<file path="src/rtl/action_input_conditioner.sv">
// rtl/action_input_conditioner.sv - per-player button debounce, priority encode, cooldown; auto-repeat when ACTION_REPEAT_EN is defined
module action_input_conditioner #(
  parameter int DEBOUNCE_CYCLES = 4,
  parameter int COOLDOWN_CYCLES = 8,
  parameter int REPEAT_CYCLES   = 16
) (
  input  logic       clock,
  input  logic       reset,
  input  logic       tick,
  input  logic [5:0] player1,
  input  logic [5:0] player2,
  output logic [2:0] p1_action,
  output logic       p1_valid,
  output logic       p1_busy,
  output logic [2:0] p2_action,
  output logic       p2_valid,
  output logic       p2_busy
);

  typedef enum logic [2:0] {
    IDLE,
    DEBOUNCE,
    FIRE,
    COOLDOWN,
    WAIT_RELEASE
  } state_t;

  localparam logic [7:0] DEB_LAST = 8'(DEBOUNCE_CYCLES - 1);
  localparam logic [7:0] CD_LAST  = 8'(COOLDOWN_CYCLES - 1);
`ifdef ACTION_REPEAT_EN
  localparam logic [7:0] REP_LAST = 8'(REPEAT_CYCLES - 1);
`endif

  // Reject out-of-range timing parameters at elaboration so the 8-bit counters never wrap.
  if (DEBOUNCE_CYCLES < 1 || DEBOUNCE_CYCLES > 255 ||
      COOLDOWN_CYCLES < 1 || COOLDOWN_CYCLES > 255 ||
      REPEAT_CYCLES < 1 || REPEAT_CYCLES > 255) begin : g_bad_param
    $error("action_input_conditioner: timing parameters must be within 1..255");
  end

  // Lowest set bit wins; code is bit index + 1, zero when no bit is set.
  function automatic logic [2:0] prio_code(input logic [5:0] pattern);
    prio_code = 3'd0;
    for (int i = 5; i >= 0; i--) begin
      if (pattern[i]) prio_code = 3'(i + 1);
    end
  endfunction

  for (genvar p = 0; p < 2; p++) begin : g_player
    logic [5:0] raw;
    logic [5:0] sync_a;
    logic [5:0] sync_b;
    logic [5:0] latched;
    logic [5:0] latched_d;
    logic [7:0] count;
    logic [7:0] count_d;
    state_t     state;
    state_t     state_d;
    logic [2:0] act;
    logic       vld;
    logic       bsy;

    assign raw = (p == 0) ? player1 : player2;

    // Two-flop synchronizer on the raw buttons, running every clock regardless of tick.
    always_ff @(posedge clock) begin
      if (!reset) begin
        sync_a <= '0;
        sync_b <= '0;
      end else begin
        sync_a <= raw;
        sync_b <= sync_a;
      end
    end

    // State, counter and latched pattern registers.
    always_ff @(posedge clock) begin
      if (!reset) begin
        state   <= IDLE;
        count   <= '0;
        latched <= '0;
      end else begin
        state   <= state_d;
        count   <= count_d;
        latched <= latched_d;
      end
    end

    // Next-state and output decode; FIRE is a single clock independent of tick.
    always_comb begin
      state_d   = state;
      count_d   = count;
      latched_d = latched;
      act       = 3'd0;
      vld       = 1'b0;
      bsy       = 1'b0;
      case (state)
        IDLE: begin
          if (tick && sync_b != 6'd0) begin
            latched_d = sync_b;
            count_d   = 8'd0;
            state_d   = DEBOUNCE;
          end
        end
        DEBOUNCE: begin
          if (tick) begin
            if (sync_b == 6'd0) begin
              state_d = IDLE;
            end else if (sync_b != latched) begin
              latched_d = sync_b;
              count_d   = 8'd0;
            end else if (count == DEB_LAST) begin
              state_d = FIRE;
            end else begin
              count_d = count + 8'd1;
            end
          end
        end
        FIRE: begin
          vld     = 1'b1;
          act     = prio_code(latched);
          bsy     = 1'b1;
          count_d = 8'd0;
          state_d = COOLDOWN;
        end
        COOLDOWN: begin
          bsy = 1'b1;
          if (tick) begin
            if (count == CD_LAST) begin
              count_d = 8'd0;
              state_d = WAIT_RELEASE;
            end else begin
              count_d = count + 8'd1;
            end
          end
        end
        WAIT_RELEASE: begin
          bsy = 1'b1;
          if (tick) begin
            if (sync_b == 6'd0) begin
              state_d = IDLE;
            end
`ifdef ACTION_REPEAT_EN
            else if (sync_b == latched) begin
              if (count == REP_LAST) begin
                state_d = FIRE;
              end else begin
                count_d = count + 8'd1;
              end
            end else begin
              count_d = 8'd0;
            end
`endif
          end
        end
        default: begin
          state_d = IDLE;
        end
      endcase
    end
  end

  assign p1_action = g_player[0].act;
  assign p1_valid  = g_player[0].vld;
  assign p1_busy   = g_player[0].bsy;
  assign p2_action = g_player[1].act;
  assign p2_valid  = g_player[1].vld;
  assign p2_busy   = g_player[1].bsy;

endmodule

</file>
<file path="config.mk">
export PLATFORM = sky130hd
export DESIGN_NAME = action_input_conditioner
export DESIGN_NICKNAME = d
export VERILOG_FILES = /design/src/rtl/action_input_conditioner.sv
export SDC_FILE = /design/constraint.sdc
export NUM_CORES = 1
export LEC_CHECK = 0
export ABC_AREA = 1
export BUFFER_PORTS_ARGS = -buffer_cell sky130_fd_sc_hd__buf_2
export CAP_MARGIN = 20
export CORE_UTILIZATION = 30
export DETAILED_ROUTE_END_ITERATION = 8
export MAX_ROUTING_LAYER = met4
export SYNTH_ARGS = -nofsm -noshare
export SYNTH_HDL_FRONTEND = slang
export SYNTH_SLANG_ARGS = --single-unit
</file>
<file path="constraint.sdc">
create_clock -name clock -period 1.8 [get_ports clock]
set_input_delay 0.18 -clock clock [delete_from_list [all_inputs] [get_ports clock]]
set_output_delay 0.18 -clock clock [all_outputs]
set_load 0.01 [all_outputs]
</file>
==> flow_metrics.py, run 1 <==
metrics = {
    "status": {
        "status": "complete, no violations",
    },
    "logic_synthesis": {
        "synthAdderAreaFrac_pct": 0.812,
        "ys_ff_latch": 58,
        "syn_area_sq_um": 3080,
        "synth.most_common_cell": "nand2_1",
        "synth_xor_area_share_pct": 1.70,
        "synth_top_cell_area_share_pct": 37.7,
        "synth_top_family_by_area": "simple AND/OR/NAND/NOR gates",
        "syn_inst": 486,
        "yosys.area_share.simple_pct": 36.0,
        "ys_seq_area_share_pct": 37.7,
        "synth_warnings": 0,
        "yosys.area.top_type": "dfxtp_1",
        "async_flop_share_pct": 0,
        "synth_nets": 503,
        "synth_flop_cell": "dfxtp_1",
        "synth_edf_count": 0,
        "ys_top_cells_by_count": "nand2_1 (146), inv_1 (87), dfxtp_1 (58)",
        "synth_cell_types": 31,
        "synth_compound_area_share_pct": 11.2,
        "yosys-top-cells-area": "dfxtp_1 (38%), nand2_1 (18%), inv_1 (11%)",
        "avgSynthCellArea_sq_um": 6.34,
        "synth_mux_area_share_pct": 0,
    },
    "placement": {
        "place.gp.congestion": 0.840,
        "dp_hpwl_um": 4620,
        "placed_cell_area_sq_um": 3350,
        "placed_cells": 637,
        "pre_cts_ws_ns": 0.0966,
        "portBuffers": 24,
    },
    "drt": {
        "first_pass_iters": 4,
        "vias": 2813,
        "wl_per_cell_um": 9.45,
        "routed_wl_um": 6170,
        "via_per_inst": 4.31,
        "drc_errors": 0,
        "antenna_left": 0,
        "drt_iter0_drc": 144,
    },
    "worst_setup_path": {
        "r2r-end": "g_player[1].count[3]",
        "endpoint_kind": "output port",
        "crit_chain": "nor2_2, inv_1, nor2_2, inv_1, a311oi_1, buf_2",
        "required_ns": 1.62,
        "cpMaxStageDelayCell": "dfxtp_1",
        "path_max_fanout": 4,
        "rr_worst_depth": 11,
        "crit_type": "reg -> out",
        "r2r_slack_ns": 0.18,
        "critical_path.startpoint_type": "flop",
        "max_stage_delay_ns": 0.36,
        "critPathArrivalTime_ns": 1.46,
        "r2r-start": "g_player[1].state[2]",
    },
    "final_layout": {
        "syn2layout_area_growth_pct": 15.3,
        "fin_cells": 653,
        "antennaDiodeCount": 0,
        "fin_nets": 532,
        "final_layout_size_suffix_gt1_share_pct": 14.8,
        "final_cell_area_sq_um": 3550,
    },
    "cts": {
        "numClockSinks": 58,
        "cts_tree": "yes",
        "cts_root_buf": "clkbuf_8",
        "cts_buffers": 9,
        "cts_buffer_depth": 2,
        "htreeDepth": 3,
        "insertion_delay_ns": 0.32,
        "cts_setup_buffers": 0,
        "clkTransAtPathRegs_ns": 0.06,
    },
    "timing": {
        "fin_crit_ns": 1.64,
        "drv_slew": 0,
        "slew_headroom_pct": 71.3,
        "finalHoldViolations": 0,
        "rsz0062_at_grt": "true",
        "finalSetupViolCount": 0,
        "max_freq_mhz": 611,
        "fin_skew_ns": 0.0102,
        "min_period_over_period_pct": 91.0,
        "worst_pin_slew_ns": 0.431,
        "layout_setup_ws_ns": 0.163,
    },
    "min_path": {
        "hold_path_end": "g_player[0].sync_a[0]",
        "hp-start": "player1[0]",
        "hold_path.class": "in -> reg",
        "whs_path_depth": 3,
    },
    "global_routing": {
        "overflow": 0,
        "grtUsageTotal_pct": 13.8,
        "antenna_found_initial": 0,
        "grt_pass1_wl_um": 11200,
        "first_global_vias": 2631,
        "grt_max_degree": 21,
    },
    "die": {
        "initial_core_util_pct": 31.3,
        "ios": 25,
        "die_h_um": 103,
        "row_count": 36,
        "dieArea_sq_um": 10700,
        "coreArea_sq_um": 9860,
        "die_width_um": 103,
    },
    "pwr": {
        "peakVddDrop_uv": 450,
        "power_density_nw_per_um2": 1250,
        "power.leakage_nw": 1.76,
    },
    "job": {
        "cap_violations": 0,
    },
}
per-stage QoR:
step	power [mW]	util (%)	hold WS, ns	TNS, ns
CTS	4.45	35.7	0.0152	0
global placement	3.37	34.0	0.364	0
global route	4.88	36.0	0.0133	-0.0666
detailed placement	3.39	34.0	0.362	0
finish	4.44	36.0	0.0337	0
floorplan	3.03	-	0.273	0
what timing repair did:
| action | in CTS | in global routing |
|---|---|---|
| hold buffers | 0 | 0 |
| endpoints found under the setup margin | 0 | 14 |
| gates resized for setup | 0 | 12 |
power by group:
part	leakage (nW)	internal (mW)	switching, mW
clock	0.0851	0.529	0.506
combinational	1.20	0.602	1.15
sequential	0.477	1.47	0.182
total	1.76	2.60	1.84
critical path, delay by kind of cell, from the launching register on:
family	cells	cell delay, ns
flip-flops	1	0.36
AND/OR/NAND/NOR	2	0.24
buffers and inverters	3	0.33
AO/OA/AOI/OAI	1	0.20
final cells by class:
type | count | area, sq um
Timing Repair Buffer | 26 | 135
Clock buffer | 11 | 141
Tap cell | 133 | 166
Multi-Input combinational cell | 326 | 1570
Sequential cell | 58 | 1160
Inverter | 94 | 353
Fill cell | 1074 | 6310
Clock inverter | 5 | 30.0
metal layers:
metal  vias up  track usage (%)  wire (um)
met5         -                -          0
met4         0             5.85         71
met3         4             2.96        205
met2        34             22.8       2850
met1      1228             16.2       3040
li1       1547                -          -
placed cells by master (no fill, tap or decap), types with 3 or more instances in the layout:
master	netlist	layout
nor3_1	4	4
xor2_1	6	5
nand2_1	146	144
nand3_1	29	29
nor2_4	5	5
o21ai_0	14	13
dfxtp_1	58	57
nand4_1	8	8
clkinv_2	0	3
nor2_1	50	46
nand2_2	5	7
o21bai_1	3	3
inv_2	6	7
a21oi_1	29	29
buf_2	1	24
clkbuf_8	0	10
nor2_2	4	8
inv_1	87	86
o21ai_1	8	8
cells by family (layout without fill, tap and decap cells):
family | count (synthesis) | after routing
and+or+nand+nor | 256 | 256
buffers and inverters | 102 | 136
AOI/OAI and AO/OA | 62 | 62
DFF | 58 | 58
xor gates and xnor gates | 6 | 6
adders and majority gates | 2 | 2
registers in the layout (all words and copies together) (netlist names):
name / cells
g_player.sync_a: 12
g_player.count: 16
g_player.latched: 12
g_player.sync_b: 12
g_player.state: 6
worst max-delay path by stage:
stage	start	end	depth (start not counted)	slack [ns]
2_1_floorplan	g_player[0].state[1]	p1_action[1]	4	0.39
3_3_place_gp	g_player[0].state[2]	g_player[0].latched[1]	8	0.18
3_5_place_dp	g_player[0].sync_b[1]	g_player[0].latched[0]	10	0.1
4_1_cts	g_player[1].state[1]	p2_action[1]	5	0.02
5_1_grt	g_player[1].latched[2]	g_player[1].count[3]	10	-0.03
6_report	g_player[1].state[0]	p2_action[1]	6	0.16
Note: power is estimated with default switching activity, not from simulation.
==> run 2, diff against run 1 <==
--- a/config.mk
+++ b/config.mk
@@ -11,6 +11,7 @@
 export CORE_UTILIZATION = 30
 export DETAILED_ROUTE_END_ITERATION = 8
 export MAX_ROUTING_LAYER = met4
+export SKIP_CTS_REPAIR_TIMING = 1
 export SYNTH_ARGS = -nofsm -noshare
 export SYNTH_HDL_FRONTEND = slang
 export SYNTH_SLANG_ARGS = --single-unit
==> constraint.sdc (replaced) <==
create_clock -name clock -period 1.8 [get_ports clock]
set_input_delay 0.45 -clock clock [delete_from_list [all_inputs] [get_ports clock]]
set_output_delay 0.45 -clock clock [all_outputs]
set_load 0.01 [all_outputs]
==> run 2 against run 1 <==
  * The run now ends with setup timing left
  * Register-to-register slack lost 0.03 ns
  * Largest cell class unchanged
  * Largest power group unchanged
  * Wire length rose by 6.3%
  * Critical endpoint unchanged
  * Clock skew grew 0.0035 ns
  * Cell count grew 1.4%
==> flow_metrics.py, run 2 (synthesized netlist as in run 1, its figures left out) <==
metrics = {
    "worst_setup_path": {
        "endpoint_kind": "output port",
        "cpMaxStageDelayCell": "dfxtp_4",
        "critical_path.startpoint_type": "flop",
        "critPathArrivalTime_ns": 1.43,
        "path_max_fanout": 4,
        "max_stage_delay_ns": 0.36,
        "required_ns": 1.35,
        "crit_family": "flip-flops",
        "crit_chain": "nor2_4, inv_2, nor2_4, inv_2, a311oi_2, buf_2",
        "path_buf_inv": 3,
        "crit_type": "reg -> out",
    },
    "pwr": {
        "power.leakage_nw": 1.86,
        "total_power_mw": 5.18,
        "peakVddDrop_uv": 454,
        "power_density_nw_per_um2": 1370,
    },
    "placement": {
        "pre_cts_ws_ns": 0.127,
        "portBuffers": 24,
        "place.gp.congestion": 0.867,
        "dp_hpwl_um": 4750,
        "placed_cells": 641,
        "placed_cell_area_sq_um": 3390,
    },
    "final_layout": {
        "layout_common_cells": "nand2_1 (144), inv_1 (83), dfxtp_1 (52)",
        "n_fill_cell": 1048,
        "ff_latch_area_sq_um": 1180,
        "syn2layout_area_growth_pct": 22.5,
        "fin_nets": 541,
        "final_cell_area_sq_um": 3780,
        "largest_reg_flops": 16,
        "top_register": "g_player.count",
        "multi_input_area_sq_um": 1630,
        "final_common_cell": "nand2_1",
        "antennaDiodeCount": 0,
        "fin_cells": 662,
        "final_layout_size_suffix_gt1_share_pct": 18.9,
    },
    "timing": {
        "fin_crit_ns": 1.88,
        "finalSetupViolCount": 3,
        "rsz0062_at_grt": "true",
        "layout_setup_ws_ns": -0.0814,
        "fin_skew_ns": 0.0137,
        "finalHoldViolations": 0,
        "max_freq_mhz": 532,
        "min_period_over_period_pct": 105,
        "slew_headroom_pct": 76.8,
        "worst_pin_slew_ns": 0.346,
        "drv_slew": 0,
    },
    "cts": {
        "cts_root_buf": "clkbuf_8",
        "htreeDepth": 3,
        "insertion_delay_ns": 0.34,
        "clkTransAtPathRegs_ns": 0.07,
        "cts_buffer_depth": 2,
        "cts_buffers": 9,
        "cts_tree": "yes",
        "numClockSinks": 58,
    },
    "drt": {
        "vias": 2940,
        "routed_wl_um": 6560,
        "first_pass_iters": 4,
        "drc_errors": 0,
        "via_per_inst": 4.44,
        "antenna_left": 0,
        "drt_iter0_drc": 82,
        "wl_per_cell_um": 9.91,
    },
    "global_routing": {
        "overflow": 0,
        "first_global_vias": 2658,
        "grtUsageTotal_pct": 14.1,
        "antenna_found_initial": 0,
        "grt_max_degree": 32,
        "grt_pass1_wl_um": 11300,
    },
    "status": {
        "status": "finished, violations left",
        "violations": "setup timing",
    },
    "die": {
        "initial_core_util_pct": 31.3,
        "die_width_um": 103,
        "coreArea_sq_um": 9860,
        "ios": 25,
        "dieArea_sq_um": 10700,
        "row_count": 36,
        "die_h_um": 103,
    },
    "job": {
        "cap_violations": 0,
    },
    "min_path": {
        "hold_path.class": "in -> reg",
    },
}
run 2: tightest hold or removal path, delay by kind of cell:
kind | cells | cell delay, ns
buf+inv | 2 | 0.11
simple gates | 1 | 0.04
run 2: path summary, 6_finish.rpt:
kind	startpoint	end	slack, ns	cells past startpoint
setup reg to reg	g_player[1].state[0]	g_player[1].state[2]	0.15	12
hold reg to reg	g_player[0].sync_a[5]	g_player[0].sync_b[5]	0.41	2
hold / removal	player1[2]	g_player[0].sync_a[2]	0.29	3
setup / recovery	g_player[1].state[0]	p2_action[1]	-0.08	6
run 2: cell type report:
type | instances | area share, %
Sequential cell | 58 | 31.3
Clock buffer | 10 | 3.38
Tap cell | 133 | 4.41
Inverter | 94 | 9.34
Multi-Input combinational cell | 326 | 43.1
Timing Repair Buffer | 35 | 5.70
Clock inverter | 6 | 2.78
run 2: report_power, final:
group	switching, mW	internal (mW)	leakage (nW)
clock	0.528	0.913	0.120
combinational	1.28	0.755	1.26
sequential	0.200	1.50	0.480
total	2.01	3.17	1.86
run 2: layer usage:
layer | vias up | share of wire [%] | track usage (%)
met3 | 10 | 4.1 | 2.35
met2 | 56 | 47 | 22.6
met4 | 0 | 2.2 | 8.45
met5 | - | 0 | -
li1 | 1572 | - | -
met1 | 1302 | 47 | 16.6
run 2: per-stage QoR:
step	util, %	setup TNS, ns	hold WS, ns
finish	38.3	-0.144	0.294
global route	38.3	-0.392	0.293
CTS	36.7	-1.04	0.279
detailed placement	34.4	0	0.401
global placement	34.4	0	0.393
floorplan	-	0	0.390
